File: src/rtl/text_pkg.sv
// Shared constants and state type for the text buffer writer.
//   TEXT_LEN  number of character cells in the text RAM
//   BS_CODE   backspace code
//   CR_CODE   carriage return, clears the whole screen
//   FILL_CHR  blank written by backspace and clear
package text_pkg;

   localparam int         TEXT_LEN = 65;
   localparam logic [7:0] BS_CODE  = 8'h08;
   localparam logic [7:0] CR_CODE  = 8'h0D;
   localparam logic [7:0] FILL_CHR = 8'h20;

   typedef enum logic [1:0] {
      IDLE  = 2'd0,
      WRITE = 2'd1,
      CLEAR = 2'd2
   } wr_state_t;

endpackage

File: src/rtl/text_buffer_writer_if.sv
// Character stream handshake into the text buffer writer.
//   in_char   character code
//   in_valid  in_char is valid
//   in_ready  writer can accept; a transfer happens when in_valid & in_ready
// master = character source, slave = text_buffer_writer.
interface text_buffer_writer_if;

   logic [7:0] in_char;
   logic       in_valid;
   logic       in_ready;

   modport master (output in_char, output in_valid, input in_ready);
   modport slave  (input in_char, input in_valid, output in_ready);

endinterface

File: src/rtl/char_class.sv
// Combinational classifier for incoming character codes.
//   in_char   code to classify
//   is_print  printable ASCII 0x20..0x7E
//   is_bs     equals BS_CODE
//   is_cr     equals CR_CODE
module char_class #(
   parameter logic [7:0] BS_CODE = text_pkg::BS_CODE,
   parameter logic [7:0] CR_CODE = text_pkg::CR_CODE
) (
   input  logic [7:0] in_char,
   output logic       is_print,
   output logic       is_bs,
   output logic       is_cr
);

   assign is_print = (in_char >= 8'h20) && (in_char <= 8'h7E);
   assign is_bs    = (in_char == BS_CODE);
   assign is_cr    = (in_char == CR_CODE);

endmodule

File: src/rtl/text_buffer_writer.sv
// Feeds the text RAM write port from a decoded character stream.
// Printable characters are written at the cursor, backspace blanks the
// previous cell, carriage return or clear_req blanks the whole screen.
//   clock      system clock, all logic on posedge
//   reset      synchronous, active-high
//   in_if      character stream (slave side)
//   clear_req  level request to clear, honoured in IDLE
//   address    RAM address (registered)
//   data       RAM write data {24'b0, char} (registered)
//   wren       RAM write enable, one-cycle pulses
//   cursor     next cell to write, 0..TEXT_LEN
//   full       cursor == TEXT_LEN
//   overflow   one-cycle pulse when a printable char is dropped while full
//   busy       state != IDLE
module text_buffer_writer #(
   parameter int         TEXT_LEN = text_pkg::TEXT_LEN,
   parameter logic [7:0] BS_CODE  = text_pkg::BS_CODE,
   parameter logic [7:0] CR_CODE  = text_pkg::CR_CODE,
   parameter logic [7:0] FILL_CHR = text_pkg::FILL_CHR
) (
   input  logic                  clock,
   input  logic                  reset,
   text_buffer_writer_if.slave   in_if,
   input  logic                  clear_req,
   output logic [7:0]            address,
   output logic [31:0]           data,
   output logic                  wren,
   output logic [7:0]            cursor,
   output logic                  full,
   output logic                  overflow,
   output logic                  busy
);

   import text_pkg::*;

   localparam logic [7:0] LAST = 8'(TEXT_LEN);

   wr_state_t  state_reg, state_next;
   logic [7:0] cursor_reg, cursor_next;
   logic [7:0] idx_reg, idx_next;
   logic [7:0] address_reg, address_next;
   logic [7:0] char_reg, char_next;
   logic       wren_reg, wren_next;
   logic       overflow_reg, overflow_next;

   logic is_print, is_bs, is_cr;
   logic accept;
   logic start_clear;

   char_class #(
      .BS_CODE (BS_CODE),
      .CR_CODE (CR_CODE)
   ) u_char_class (
      .in_char  (in_if.in_char),
      .is_print (is_print),
      .is_bs    (is_bs),
      .is_cr    (is_cr)
   );

   // clear_req blocks acceptance so it wins over a simultaneous character
   assign in_if.in_ready = (state_reg == IDLE) & ~clear_req & ~reset;
   assign accept         = in_if.in_valid & in_if.in_ready;
   assign start_clear    = (state_reg == IDLE) & (clear_req | (accept & is_cr));

   always_comb begin
      state_next    = state_reg;
      cursor_next   = cursor_reg;
      idx_next      = idx_reg;
      address_next  = address_reg;
      char_next     = char_reg;
      wren_next     = 1'b0;
      overflow_next = 1'b0;

      case (state_reg)
         IDLE: begin
            if (start_clear) begin
               // Cell 0 is issued on the entry edge; idx_reg then names the
               // next cell, so the CLEAR state spans exactly TEXT_LEN cycles.
               state_next   = CLEAR;
               wren_next    = 1'b1;
               address_next = 8'd0;
               char_next    = FILL_CHR;
               idx_next     = 8'd1;
            end else if (accept) begin
               if (is_print) begin
                  if (cursor_reg != LAST) begin
                     state_next   = WRITE;
                     wren_next    = 1'b1;
                     address_next = cursor_reg;
                     char_next    = in_if.in_char;
                     cursor_next  = cursor_reg + 8'd1;
                  end else begin
                     overflow_next = 1'b1;
                  end
               end else if (is_bs && (cursor_reg != 8'd0)) begin
                  state_next   = WRITE;
                  wren_next    = 1'b1;
                  address_next = cursor_reg - 8'd1;
                  char_next    = FILL_CHR;
                  cursor_next  = cursor_reg - 8'd1;
               end
            end
         end
         WRITE: begin
            state_next = IDLE;
         end
         CLEAR: begin
            if (idx_reg == LAST) begin
               state_next  = IDLE;
               cursor_next = 8'd0;
            end else begin
               wren_next    = 1'b1;
               address_next = idx_reg;
               char_next    = FILL_CHR;
               idx_next     = idx_reg + 8'd1;
            end
         end
         default: begin
            state_next = IDLE;
         end
      endcase
   end

   always_ff @(posedge clock) begin
      if (reset) begin
         state_reg    <= IDLE;
         cursor_reg   <= 8'd0;
         idx_reg      <= 8'd0;
         address_reg  <= 8'd0;
         char_reg     <= 8'd0;
         wren_reg     <= 1'b0;
         overflow_reg <= 1'b0;
      end else begin
         state_reg    <= state_next;
         cursor_reg   <= cursor_next;
         idx_reg      <= idx_next;
         address_reg  <= address_next;
         char_reg     <= char_next;
         wren_reg     <= wren_next;
         overflow_reg <= overflow_next;
      end
   end

   assign address  = address_reg;
   assign data     = {24'd0, char_reg};
   assign wren     = wren_reg;
   assign cursor   = cursor_reg;
   assign full     = (cursor_reg == LAST);
   assign overflow = overflow_reg;
   assign busy     = (state_reg != IDLE);

endmodule

File: src/flat_wrapper.sv
// flat-port wrapper written by rule: the top's interface ports become plain ports
module text_buffer_writer_flat import text_pkg::*;
#(
   parameter int         TEXT_LEN = text_pkg::TEXT_LEN,
   parameter logic [7:0] BS_CODE  = text_pkg::BS_CODE,
   parameter logic [7:0] CR_CODE  = text_pkg::CR_CODE,
   parameter logic [7:0] FILL_CHR = text_pkg::FILL_CHR
)
  (clock, reset, clear_req, address, data, wren, cursor, full, overflow, busy, in_if_in_char, in_if_in_valid, in_if_in_ready);
  text_buffer_writer_if in_if_i ();
  input  logic clock;
  input  logic reset;
  input  logic clear_req;
  output logic [7:0] address;
  output logic [31:0] data;
  output logic wren;
  output logic [7:0] cursor;
  output logic full;
  output logic overflow;
  output logic busy;
  input wire logic [$bits(in_if_i.in_char)-1:0] in_if_in_char;
  input wire logic [$bits(in_if_i.in_valid)-1:0] in_if_in_valid;
  output wire logic [$bits(in_if_i.in_ready)-1:0] in_if_in_ready;
  assign in_if_i.in_char = in_if_in_char;
  assign in_if_i.in_valid = in_if_in_valid;
  assign in_if_in_ready = in_if_i.in_ready;
  text_buffer_writer #(.TEXT_LEN(TEXT_LEN), .BS_CODE(BS_CODE), .CR_CODE(CR_CODE), .FILL_CHR(FILL_CHR)) u_core (.clock(clock), .reset(reset), .in_if(in_if_i), .clear_req(clear_req), .address(address), .data(data), .wren(wren), .cursor(cursor), .full(full), .overflow(overflow), .busy(busy));
endmodule
File: config.mk
export PLATFORM = sky130hd
export DESIGN_NAME = text_buffer_writer_flat
export DESIGN_NICKNAME = d
export VERILOG_FILES = /design/src/rtl/text_pkg.sv /design/src/rtl/text_buffer_writer_if.sv /design/src/rtl/char_class.sv /design/src/rtl/text_buffer_writer.sv /design/src/flat_wrapper.sv
export SDC_FILE = /design/constraint.sdc
export NUM_CORES = 1
export LEC_CHECK = 0
export ABC_AREA = 1
export BUFFER_PORTS_ARGS = -buffer_cell sky130_fd_sc_hd__buf_2
export CORE_MARGIN = 5
export CORE_UTILIZATION = 39
export CTS_CLUSTER_SIZE = 14
export DETAILED_ROUTE_END_ITERATION = 8
export PLACE_DENSITY = 0.6
export SYNTH_ARGS = -nofsm -noshare
export SYNTH_HDL_FRONTEND = slang
export SYNTH_SLANG_ARGS = --single-unit
File: constraint.sdc
create_clock -name clock -period 1.5 [get_ports clock]
set_input_delay 0.075 -clock clock [delete_from_list [all_inputs] [get_ports clock]]
set_output_delay 0.075 -clock clock [all_outputs]
set_load 0.05 [all_outputs]
Word-level counts from Yosys, hierarchy flattened
Index checks and enable logic that the tools add are counted.
{ "word_totals": {"ff_bits": 36, "inputBits": 12, "out_inout_bits": 53, "wordCells": 88} }
{ "op_classes": {"n_addsub": 3, "order_cmp": 2, "eq_ne": 16, "muxes": 38, "bitwise": 11, "reduce_logical": 11} }
{ "op_table": {"columns": ["op", "n"], "rows": [
  ["2-to-1 mux 8 bit", 19],
  ["one-hot mux 8 bit (2 select lines)", 4],
  ["adder 8 x 1 -> 8 bit, second input constant", 2],
  ["equality test 8 x 4 -> 1 bit, second input constant", 2],
  ["equality test 8 x 7 -> 1 bit, second input constant", 2],
  ["2-to-1 mux 2 bit", 6],
  [">= comparator 8 x 6 -> 1 bit, second input constant", 1],
  ["less-or-equal comparator 8 x 7 -> 1 bit, second input constant", 1],
  ["inequality test 8 x 7 -> 1 bit, second input constant", 1],
  ["nonzero test 8 bit", 1],
  ["subtractor 8 x 1 -> 8 bit, second input constant", 1],
  ["2-to-1 mux 1 bit", 7],
  ["inequality test 2 x 1 -> 1 bit, second input constant", 3],
  ["AND reduction 6 bit", 1],
  ["AND 1 bit", 5],
  ["NOT 1 bit", 5],
  ["AND reduction 5 bit", 1],
  ["OR reduction 5 bit", 1],
  ["inequality test 2 bit, second input constant", 2],
  ["inequality test 4 x 2 -> 1 bit, second input constant", 1],
  ["inequality test 4 bit, second input constant", 1],
  ["one-hot mux 2 bit (2 select lines)", 1],
  ["AND reduction 4 bit", 1],
  ["nonzero test 2 bit", 2],
  ["9 further kinds", 10]
]} }

Logic depth before layout (Yosys ltp)
Gate-level depths: netlist of the first run.
{ "logic_depth": {"depth_word": 9, "ltp_mapped": 13, "mapped_depth_nobuf": 13} }

By module
A second synthesis of the first run with hierarchy kept.
{ "unflattened": {"cells_unflattened": 418, "area_unflattened_um2": 2651.3} }
{ "by_module_without_submodules": {"columns": ["mod", "instances", "cells_per_inst", "area_each_um2", "seq_area_each_um2"], "rows": [
  ["text_buffer_writer", 1, 402, 2580.0, 720.7],
  ["char_class", 1, 16, 71.3, 0.0]
]} }

Worst setup path after synthesis of the first run
Ideal clock, no wire load.
{ "synth_path": {"path_type": "flip-flop to flip-flop", "start": "register u_core.cursor_reg[0] (netlist: u_core.cursor[0])", "end": "register u_core.address_reg[1] (netlist: u_core.address[1])", "setup_time_ps": 118, "t_arrival_ps": 2008, "t_required_ps": 1382, "setup_slack_ps": -626, "stages_incl_launch_ff": 10, "n_path_buf": 1, "synth_period_minus_slack_ps": 2126, "cell_sequence": "dfxtp_1 -> ha_1 -> nand3_1 -> nor2_4 -> nand3_2 -> nand3_2 -> nand2_4 -> buf_6 -> o21ai_0 -> nor2_1"} }
{ "synth_between": {"elab_chain_len": 6, "word_cells_on_any_way": 12, "cone_classes": "add/sub: 1; eq/ne: 3; mux: 5; reduce/logical: 3"} }
{ "synth_lines": {"columns": ["item", "line", "source"], "rows": [
  ["start: declaration", "text_buffer_writer.sv:39", "logic [7:0] cursor_reg, cursor_next;"],
  ["start signal: assignment", "text_buffer_writer.sv:135", "cursor_reg <= cursor_next;"],
  ["subtractor 8 x 1 -> 8 bit", "text_buffer_writer.sv:98", "address_next = cursor_reg - 8'd1;"],
  ["2-to-1 mux 8 bit", "text_buffer_writer.sv:95", "end else if (is_bs && (cursor_reg != 8'd0)) begin"],
  ["2-to-1 mux 8 bit", "text_buffer_writer.sv:85", "if (is_print) begin"],
  ["2-to-1 mux 8 bit", "text_buffer_writer.sv:84", "end else if (accept) begin"],
  ["2-to-1 mux 8 bit", "text_buffer_writer.sv:76", "if (start_clear) begin"],
  ["one-hot mux 8 bit (2 select lines)", "text_buffer_writer.sv:74", "case (state_reg)"],
  ["end signal: assignment", "text_buffer_writer.sv:137", "address_reg <= address_next;"],
  ["end: declaration", "text_buffer_writer.sv:41", "logic [7:0] address_reg, address_next;"]
]} }
Parallel ways exist; a longest one is shown, timed or not. The select of a mux whose other input is x is not followed.
A chain may end at the register's enable or synchronous reset.

Worst setup path after layout of the first run
{ "layout_path": {"start": "register u_core.idx_reg[1]", "end": "register u_core.cursor_reg[0] (netlist: u_core.cursor[0])"} }
{ "layout_between": {"elab_chain_len": 3} }
{ "layout_lines": {"columns": ["item", "line", "source"], "rows": [
  ["start: declaration", "text_buffer_writer.sv:40", "logic [7:0] idx_reg, idx_next;"],
  ["start signal: assignment", "text_buffer_writer.sv:136", "idx_reg <= idx_next;"],
  ["equality test 8 x 7 -> 1 bit", "text_buffer_writer.sv:108", "if (idx_reg == LAST) begin"],
  ["inequality test 2 x 1 -> 1 bit (no source line)", null, null],
  ["AND reduction 6 bit (no source line)", null, null]
]} }
No other way between the ends.

==> run summary, run 1 <==
gr usage total: 0.178
run status: finished with violations
# IOs: 65
largest net degree at the start of global routing: 14
total core area: 6310 µm²
vias: 2740
worst slack, placed: -0.156 ns
Setup WS post-layout: -0.0969 ns
number of DRC markers in iteration 0: 154
Hold Path Sink: u_core.char_reg[1]$_SDFFE_PP0P_
sequential cell area: 748 µm²
Hold Slack: 0.0943 ns
Fin. Hold Viols: 0
CTS tree: built
Tcrit/Tclk final: 1.06
startpoint class of the critical path: flop
register bit total from synthesis: 36
CP Max Fanout: 5
GP Congestion: 0.857
ys async rst share: 0
Data arrival, critical path: 1.78 ns
Worst Hold Class: in -> reg
final setup fails: 27
Hold Buf Count CTS: 0
P&R area growth vs syn: 47.8%
Post-synth EDFFs: 0
critical path class: reg -> reg
PD cells: 807 nW/µm²
flop2flop setup slack: -0.1 ns
Ys Warns: 0
end of the worst register-to-register path: u_core.cursor[0]$_SDFFE_PP0P_
Longest Clk Path Bufs: 2
worst r2r src: u_core.idx_reg[1]$_SDFFE_PP0P_
Gate Count Post-Synth: 405
DP HPWL: 5370 µm
root buf cell: clkbuf_8
Nets: 525
initial antenna violation count: 0
die width: 90.5 µm
Main synth FF type: dfxtp_1
# diodes: 0
Max Slew Vio Count: 0
GR Overflow Total: 0
routed len/inst: 12.8 µm
die area: 8190 µm²
clk_skew: 0.0103 ns
Routed Antenna Nets: 0
DRC viols: 0
fillers: 606
most common cell in the netlist: nand2_1
worst vdd ir: 0.000727 V
layout cells sized above 1: 0.427
crit path time final: 1.60 ns
Leakage: 1.85 nW
Max H-tree Level: 2
post-synth top area share: 0.285
hold path startpoint: in_if_in_char[1]
WP data required: 1.68 ns
Yosys top cell by area: dfxtp_1
# rows: 29
register area share after synthesis: 0.285
Initial Util: 0.400
overall die height: 90.5 µm
Setup crit start: u_core.idx_reg[1]$_SDFFE_PP0P_
Max Fclk: 626 MHz
Syn Std Cell Area: 2530 µm²
Synth top cells by count: nand2_1 (96), nor2_1 (76), inv_1 (41)
first-pass GRT wire length: 12200 µm
multi-input combinational cell area: 1730 µm²
vias in the first global route: 2644
TritonCTS Sinks: 36
hold path cells: 3
clock transition at the registers of the reported paths: 0.09 ns
Total Wirelength: 7470 µm
failing checks: negative setup slack
Worst-Skew Late Latency: 0.29 ns
syn avg cell area: 6.24 µm²
Initial DRT Pass Iterations: 6
Via-to-Cell Ratio: 4.68
CTS Buf Count: 5
R2R cell count: 12
MaxCap Viol Count: 0
Synth cell types: 28
RSZ-0062 raised after global routing: yes
port bufs: 40
critical path capture point type: flop
main area contributors after synthesis: dfxtp_1 (29%), nand2_1 (14%), nor2_1 (11%)
## worst max-delay path, stage by stage (launching register included)
cell and delay (ns):
dfxtp_2 0.33, inv_2 0.08, ha_4 0.14, nand3_4 0.08
nor2_4 0.13, nand2_2 0.09, nand2_2 0.08, nand2_2 0.07
nor2_4 0.18, buf_6 0.16, nand2_2 0.05, nand2_2 0.06
nor2_2 0.03
## worst max-delay path by stage
stage,to,slack (ns),cells after the start
2_1_floorplan,u_core.address[0]$_SDFFE_PP0P_,-0.27,10
3_3_place_gp,u_core.cursor[7]$_SDFFE_PP0P_,-0.15,10
3_5_place_dp,u_core.cursor[7]$_SDFFE_PP0P_,-0.16,10
4_1_cts,u_core.cursor[0]$_SDFFE_PP0P_,-0.08,14
5_1_grt,u_core.idx_reg[2]$_SDFFE_PP0P_,-0.20,11
6_report,u_core.cursor[0]$_SDFFE_PP0P_,-0.1,12
## cell usage in the layout (no fill, tap or decap), drive strengths merged
| master | count |
|---|---|
| o21ai | 23 |
| nand3 | 37 |
| nand4 | 7 |
| inv | 44 |
| o21a | 2 |
| clkinvlp | 1 |
| buf | 110 |
| conb | 24 |
| nand3b | 3 |
| xor2 | 2 |
| dfxtp | 36 |
| nand2 | 106 |
| clkinv | 1 |
| ha | 6 |
| clkbuf | 6 |
| nor2 | 82 |
| nor3 | 3 |
| xnor2 | 1 |
| a21oi | 13 |
| bufinv | 1 |
## cell families after synthesis
group	Yosys count	synth area share
compound gates	38	0.0802
xor+xnor	3	0.0104
fa+ha+maj	6	0.0297
buf+inv	83	0.178
flops	36	0.285
other cells	1	0.00148
simple gates	238	0.415
## layer usage
metal / up-vias / share of wire / track usage
li1: 1419 / - / -
met1: 1254 / 0.46 / 0.236
met2: 60 / 0.48 / 0.300
met3: 7 / 0.052 / 0.0333
met4: 0 / 0.0074 / 0.0347
met5: - / 0 / 0
## final cells by class
type	instances	share of cell area
well taps	77	0.0258
repair buffers	111	0.232
clock buffers	5	0.0184
flip-flops and latches	36	0.200
clock inverters	3	0.0121
multi-input cells	309	0.463
inverters	44	0.0486
## metrics by stage
stage | total power, W | cells | area (µm²) | utilization | TNS, ns
2_1_floorplan | 0.00175 | 428 | 2650 | - | -5.86
3_3_place_gp | 0.00196 | 560 | 3130 | 0.496 | -2.96
3_5_place_dp | 0.00196 | 560 | 3130 | 0.496 | -3.49
4_1_cts | 0.00301 | 582 | 3630 | 0.575 | -0.690
5_1_grt | 0.00317 | 585 | 3730 | 0.591 | -4.25
6_report | 0.00301 | 585 | 3730 | 0.591 | -1.13
## report_power, final
| part | total [W] | switching, W | internal [W] | leakage [nW] |
|---|---|---|---|---|
| Clock | 0.000910 | 0.000407 | 0.000503 | 0.0591 |
| Sequential | 0.00105 | 0.0000435 | 0.00100 | 0.301 |
| Combinational | 0.00106 | 0.000707 | 0.000348 | 1.49 |
| Total | 0.00301 | 0.00116 | 0.00185 | 1.85 |
## timing repair
item / in CTS / in global routing
buffers inserted: 11 / 8
pin swaps: 7 / 15
cloned: 3 / 0
resized for setup: 59 / 43
setup endpoints to repair: 34 / 35
Note: power is estimated with default switching activity, not from simulation.
==> run 2: changes to the inputs <==
--- a/config.mk
+++ b/config.mk
@@ -12,6 +12,7 @@
 export CTS_CLUSTER_SIZE = 14
 export DETAILED_ROUTE_END_ITERATION = 8
 export PLACE_DENSITY = 0.6
+export RECOVER_POWER = 100
 export SYNTH_ARGS = -nofsm -noshare
 export SYNTH_HDL_FRONTEND = slang
 export SYNTH_SLANG_ARGS = --single-unit
==> run summary, run 2 (same netlist as run 1, synthesis figures left out) <==
run status: finished with violations
failing checks: negative setup slack
clock transition at the registers of the reported paths: 0.09 ns
P&R area growth vs syn: 46.9%
critical path capture point type: flop
Routed Antenna Nets: 0
RSZ-0062 raised after global routing: yes
Worst Hold Class: in -> reg
Total Wirelength: 7460 µm
die width: 90.5 µm
vias in the first global route: 2644
Data arrival, critical path: 1.77 ns
WP data required: 1.68 ns
Setup WS post-layout: -0.0958 ns
Initial DRT Pass Iterations: 4
Max Slew Vio Count: 0
DP HPWL: 5370 µm
commonest cells after routing, fill and taps aside: nand2_1 (74), nor2_1 (64), buf_4 (55)
fillers: 615
Tcrit/Tclk final: 1.06
number of DRC markers in iteration 0: 140
GR Overflow Total: 0
Max-slew headroom: 0.589
overall die height: 90.5 µm
die area: 8190 µm²
CTS tree: built
clk_skew: 0.0103 ns
first-pass GRT wire length: 12200 µm
# IOs: 65
CP Max Fanout: 5
Hold Slack: 0.0946 ns
startpoint class of the critical path: flop
# diodes: 0
PD cells: 809 nW/µm²
Initial Util: 0.400
TritonCTS Sinks: 36
multi-input combinational cell area: 1730 µm²
worst vdd ir: 0.000721 V
crit path time final: 1.60 ns
Leakage: 1.78 nW
MaxCap Viol Count: 0
worst-margin pin slew: 0.619 ns
port bufs: 40
final setup fails: 28
Longest Clk Path Bufs: 2
commonest non-fill, non-tap cell in the layout: nand2_1
CTS Buf Count: 5
GP Congestion: 0.857
Max Fclk: 627 MHz
sequential cell area: 748 µm²
cell mode on critical path: nand2_2
DRC viols: 0
Via-to-Cell Ratio: 4.67
largest net degree at the start of global routing: 14
Worst-Skew Late Latency: 0.29 ns
vias: 2732
critical path class: reg -> reg
initial antenna violation count: 0
root buf cell: clkbuf_8
Design Power: 0.00300 W
Max H-tree Level: 2
# rows: 29
routed len/inst: 12.8 µm
total core area: 6310 µm²
Worst path max stage delay: 0.33 ns
CP max stage cell: dfxtp_2
gr usage total: 0.178
Fin. Hold Viols: 0
layout cells sized above 1: 0.392
crit-path cells: inv_2 > ha_4 > nand3_4 > nor2_4 > nand2_2 > nand2_2 > nand2_2 > nor2_4 > buf_6 > nand2_2 > nand2_2 > nor2_2
Nets: 525
run 2: changes by cell type in the layout (fill, tap and decap cells not counted), sizes merged:
cell    previous run  this run
buf              110        92
clkbuf             6        24
run 2: final timing paths:
check | start | to | slack, ns | depth (start not counted)
max | u_core.idx_reg[1]$_SDFFE_PP0P_ | u_core.cursor[0]$_SDFFE_PP0P_ | -0.1 | 12
min | in_if_in_char[1] | u_core.char_reg[1]$_SDFFE_PP0P_ | 0.09 | 3
max reg2reg | u_core.idx_reg[1]$_SDFFE_PP0P_ | u_core.cursor[0]$_SDFFE_PP0P_ | -0.1 | 12
min reg2reg | u_core.char_reg[7]$_SDFFE_PP0P_ | u_core.char_reg[7]$_SDFFE_PP0P_ | 0.46 | 2
run 2: timing repair:
action                                  CTS  global route
buffers inserted                         11             8
gates resized for setup                  59            43
endpoints found under the setup margin   34            35
hold buffers                              0             0
cloned                                    3             0
pin swaps                                 7            15
run 2: report_power, final:
part / leakage [nW] / switching (W) / internal (W)
sequential: 0.301 / 0.0000441 / 0.00100
combinational: 1.42 / 0.000707 / 0.000336
clock: 0.0591 / 0.000408 / 0.000503
run 2: per-layer routing:
layer / global-route usage / wire length (µm) / part of all wire / vias to the layer above
met5: 0 / 0 / 0 / -
met4: 0.0347 / 55 / 0.0074 / 0
met3: 0.0333 / 475 / 0.064 / 7
met2: 0.300 / 3620 / 0.48 / 67
met1: 0.236 / 3310 / 0.44 / 1239
li1: - / - / - / 1419
run 2: stage by stage:
step | setup TNS, ns | utilization | cell area (µm²) | std cells | setup slack (ns)
2_1_floorplan | -5.86 | - | 2650 | 428 | -0.272
3_3_place_gp | -2.96 | 0.496 | 3130 | 560 | -0.153
3_5_place_dp | -3.49 | 0.496 | 3130 | 560 | -0.156
4_1_cts | -0.690 | 0.575 | 3630 | 582 | -0.0754
5_1_grt | -4.25 | 0.588 | 3710 | 585 | -0.203
6_report | -1.12 | 0.588 | 3710 | 585 | -0.0958
run 2: cell type report:
class	count	share of cell area
clock buffers	5	0.0185
multi-input cells	309	0.466
repair buffers	111	0.227
flip-flops and latches	36	0.202
inverters	44	0.0489
well taps	77	0.0260
clock inverters	3	0.0121
run 2: critical path: cells and delay by family, from the launching register on:
kind | cells | cell delay (ns)
and+or+nand+nor | 9 | 0.76
DFF | 1 | 0.33
buffers and inverters | 2 | 0.24
adders and majority gates | 1 | 0.14
==> run 3: changes to the inputs <==
--- a/config.mk
+++ b/config.mk
@@ -11,7 +11,7 @@
 export CORE_UTILIZATION = 39
 export CTS_CLUSTER_SIZE = 14
 export DETAILED_ROUTE_END_ITERATION = 8
-export PLACE_DENSITY = 0.6
+export PLACE_DENSITY = 0.58
 export RECOVER_POWER = 100
 export SYNTH_ARGS = -nofsm -noshare
 export SYNTH_HDL_FRONTEND = slang
==> constraint.sdc (replaced) <==
create_clock -name clock -period 1.7 [get_ports clock]
set_input_delay 0.085 -clock clock [delete_from_list [all_inputs] [get_ports clock]]
set_output_delay 0.085 -clock clock [all_outputs]
set_load 0.05 [all_outputs]
==> run summary, run 3 (same netlist as run 1, synthesis figures left out) <==
run status: completed
critical path capture point type: flop
overall die height: 90.5 µm
Data arrival, critical path: 1.81 ns
RSZ-0062 raised after global routing: yes
clock transition at the registers of the reported paths: 0.08 ns
port bufs: 40
vias in the first global route: 2315
multi-input combinational cell area: 1510 µm²
worst vdd ir: 0.000663 V
CP max stage cell: dfxtp_4
WP data required: 1.94 ns
root buf cell: clkbuf_8
Tcrit/Tclk final: 0.925
cell mode on critical path: nand2_2
routed len/inst: 12.3 µm
GP Congestion: 0.880
Routed Antenna Nets: 0
Longest Clk Path Bufs: 2
gr usage total: 0.158
Fin Setup TNS: 0 ns
first-pass GRT wire length: 10800 µm
crit-path cells: inv_4 > ha_1 > inv_1 > nor3_2 > nand2_2 > nand2_2 > nand2_2 > nand3_4 > nand2_8 > buf_12 > o21ai_1 > nand2_1 > nor2_1
Initial Util: 0.400
Hold Slack: 0.115 ns
crit path time final: 1.57 ns
Fin. Hold Viols: 0
# diodes: 0
Worst-Skew Late Latency: 0.30 ns
DRC viols: 0
Setup WS post-layout: 0.127 ns
total core area: 6310 µm²
fillers: 713
Final Non-Filler Cells: 542
number of DRC markers in iteration 0: 129
CTS tree: built
Max-slew headroom: 0.582
worst-margin pin slew: 0.630 ns
final setup fails: 0
MaxCap Viol Count: 0
layout cells sized above 1: 0.211
Post-Place Cells: 530
sequential cell area: 744 µm²
worst slack, placed: 0.0540 ns
Nets: 482
Max H-tree Level: 2
startpoint class of the critical path: flop
commonest cells after routing, fill and taps aside: nand2_1 (93), nor2_1 (73), inv_1 (37)
# rows: 29
clk_skew: 0.00494 ns
# IOs: 65
Worst Hold Class: in -> reg
vias: 2564
Worst path max stage delay: 0.38 ns
die area: 8190 µm²
Total Wirelength: 6660 µm
Via-to-Cell Ratio: 4.73
critical path class: reg -> reg
Initial DRT Pass Iterations: 4
CTS Buf Count: 5
commonest non-fill, non-tap cell in the layout: nand2_1
Max Slew Vio Count: 0
initial antenna violation count: 0
PD cells: 766 nW/µm²
CP Max Fanout: 11
P&R area growth vs syn: 20.2%
Leakage: 1.46 nW
TritonCTS Sinks: 36
GR Overflow Total: 0
die width: 90.5 µm
Hold Buf Count CTS: 0
Max Fclk: 636 MHz
largest net degree at the start of global routing: 15
DP HPWL: 5080 µm
-- run 3: path summary, 6_finish.rpt --
kind	startpoint	slack, ns	end	cells past startpoint
setup / recovery	u_core.cursor[1]$_SDFFE_PP0P_	0.13	u_core.char_reg[6]$_SDFFE_PP0P_	13
hold / removal	in_if_in_char[1]	0.12	u_core.char_reg[1]$_SDFFE_PP0P_	3
hold reg to reg	u_core.char_reg[7]$_SDFFE_PP0P_	0.45	u_core.char_reg[7]$_SDFFE_PP0P_	2
setup reg to reg	u_core.cursor[1]$_SDFFE_PP0P_	0.13	u_core.char_reg[6]$_SDFFE_PP0P_	13
-- run 3: layout make-up --
class,count,share of cell area
Multi-Input combinational cell,309,0.497
Tap cell,77,0.0317
Clock buffer,5,0.0227
Timing Repair Buffer,68,0.140
Clock inverter,3,0.00618
Sequential cell,36,0.245
Inverter,44,0.0573
-- run 3: through the flow --
stage,utilization,power (W),cell area (µm²)
floorplan,-,0.00154,2650
global placement,0.454,0.00167,2870
detailed placement,0.454,0.00167,2870
CTS,0.468,0.00232,2950
global route,0.481,0.00246,3040
finish,0.481,0.00233,3040
-- run 3: layer usage --
metal,routed length (µm),track usage,vias to the layer above
met1,3120,0.216,1137
met4,79,0.0521,0
met3,443,0.0367,14
li1,-,-,1335
met5,0,0,-
met2,3020,0.243,78
-- run 3: worst max-delay path: cells and delay by family, from the launching register on --
| kind | cells | cell delay [ns] |
|---|---|---|
| AND/OR/NAND/NOR | 8 | 0.67 |
| buffers and inverters | 3 | 0.27 |
| AO/OA/AOI/OAI | 1 | 0.07 |
| adder cells (fa/ha/maj) | 1 | 0.14 |
| flip-flops | 1 | 0.38 |
-- run 3: power breakdown --
| part | internal [W] | switching, W |
|---|---|---|
| combinational | 0.000204 | 0.000565 |
| sequential | 0.000884 | 0.0000311 |
| clock | 0.000286 | 0.000356 |
-- run 3: what timing repair did --
item	CTS	global route
buffers inserted	0	3
resized for setup	0	23
setup endpoints to repair	0	27
endpoints found under the hold margin	0	0
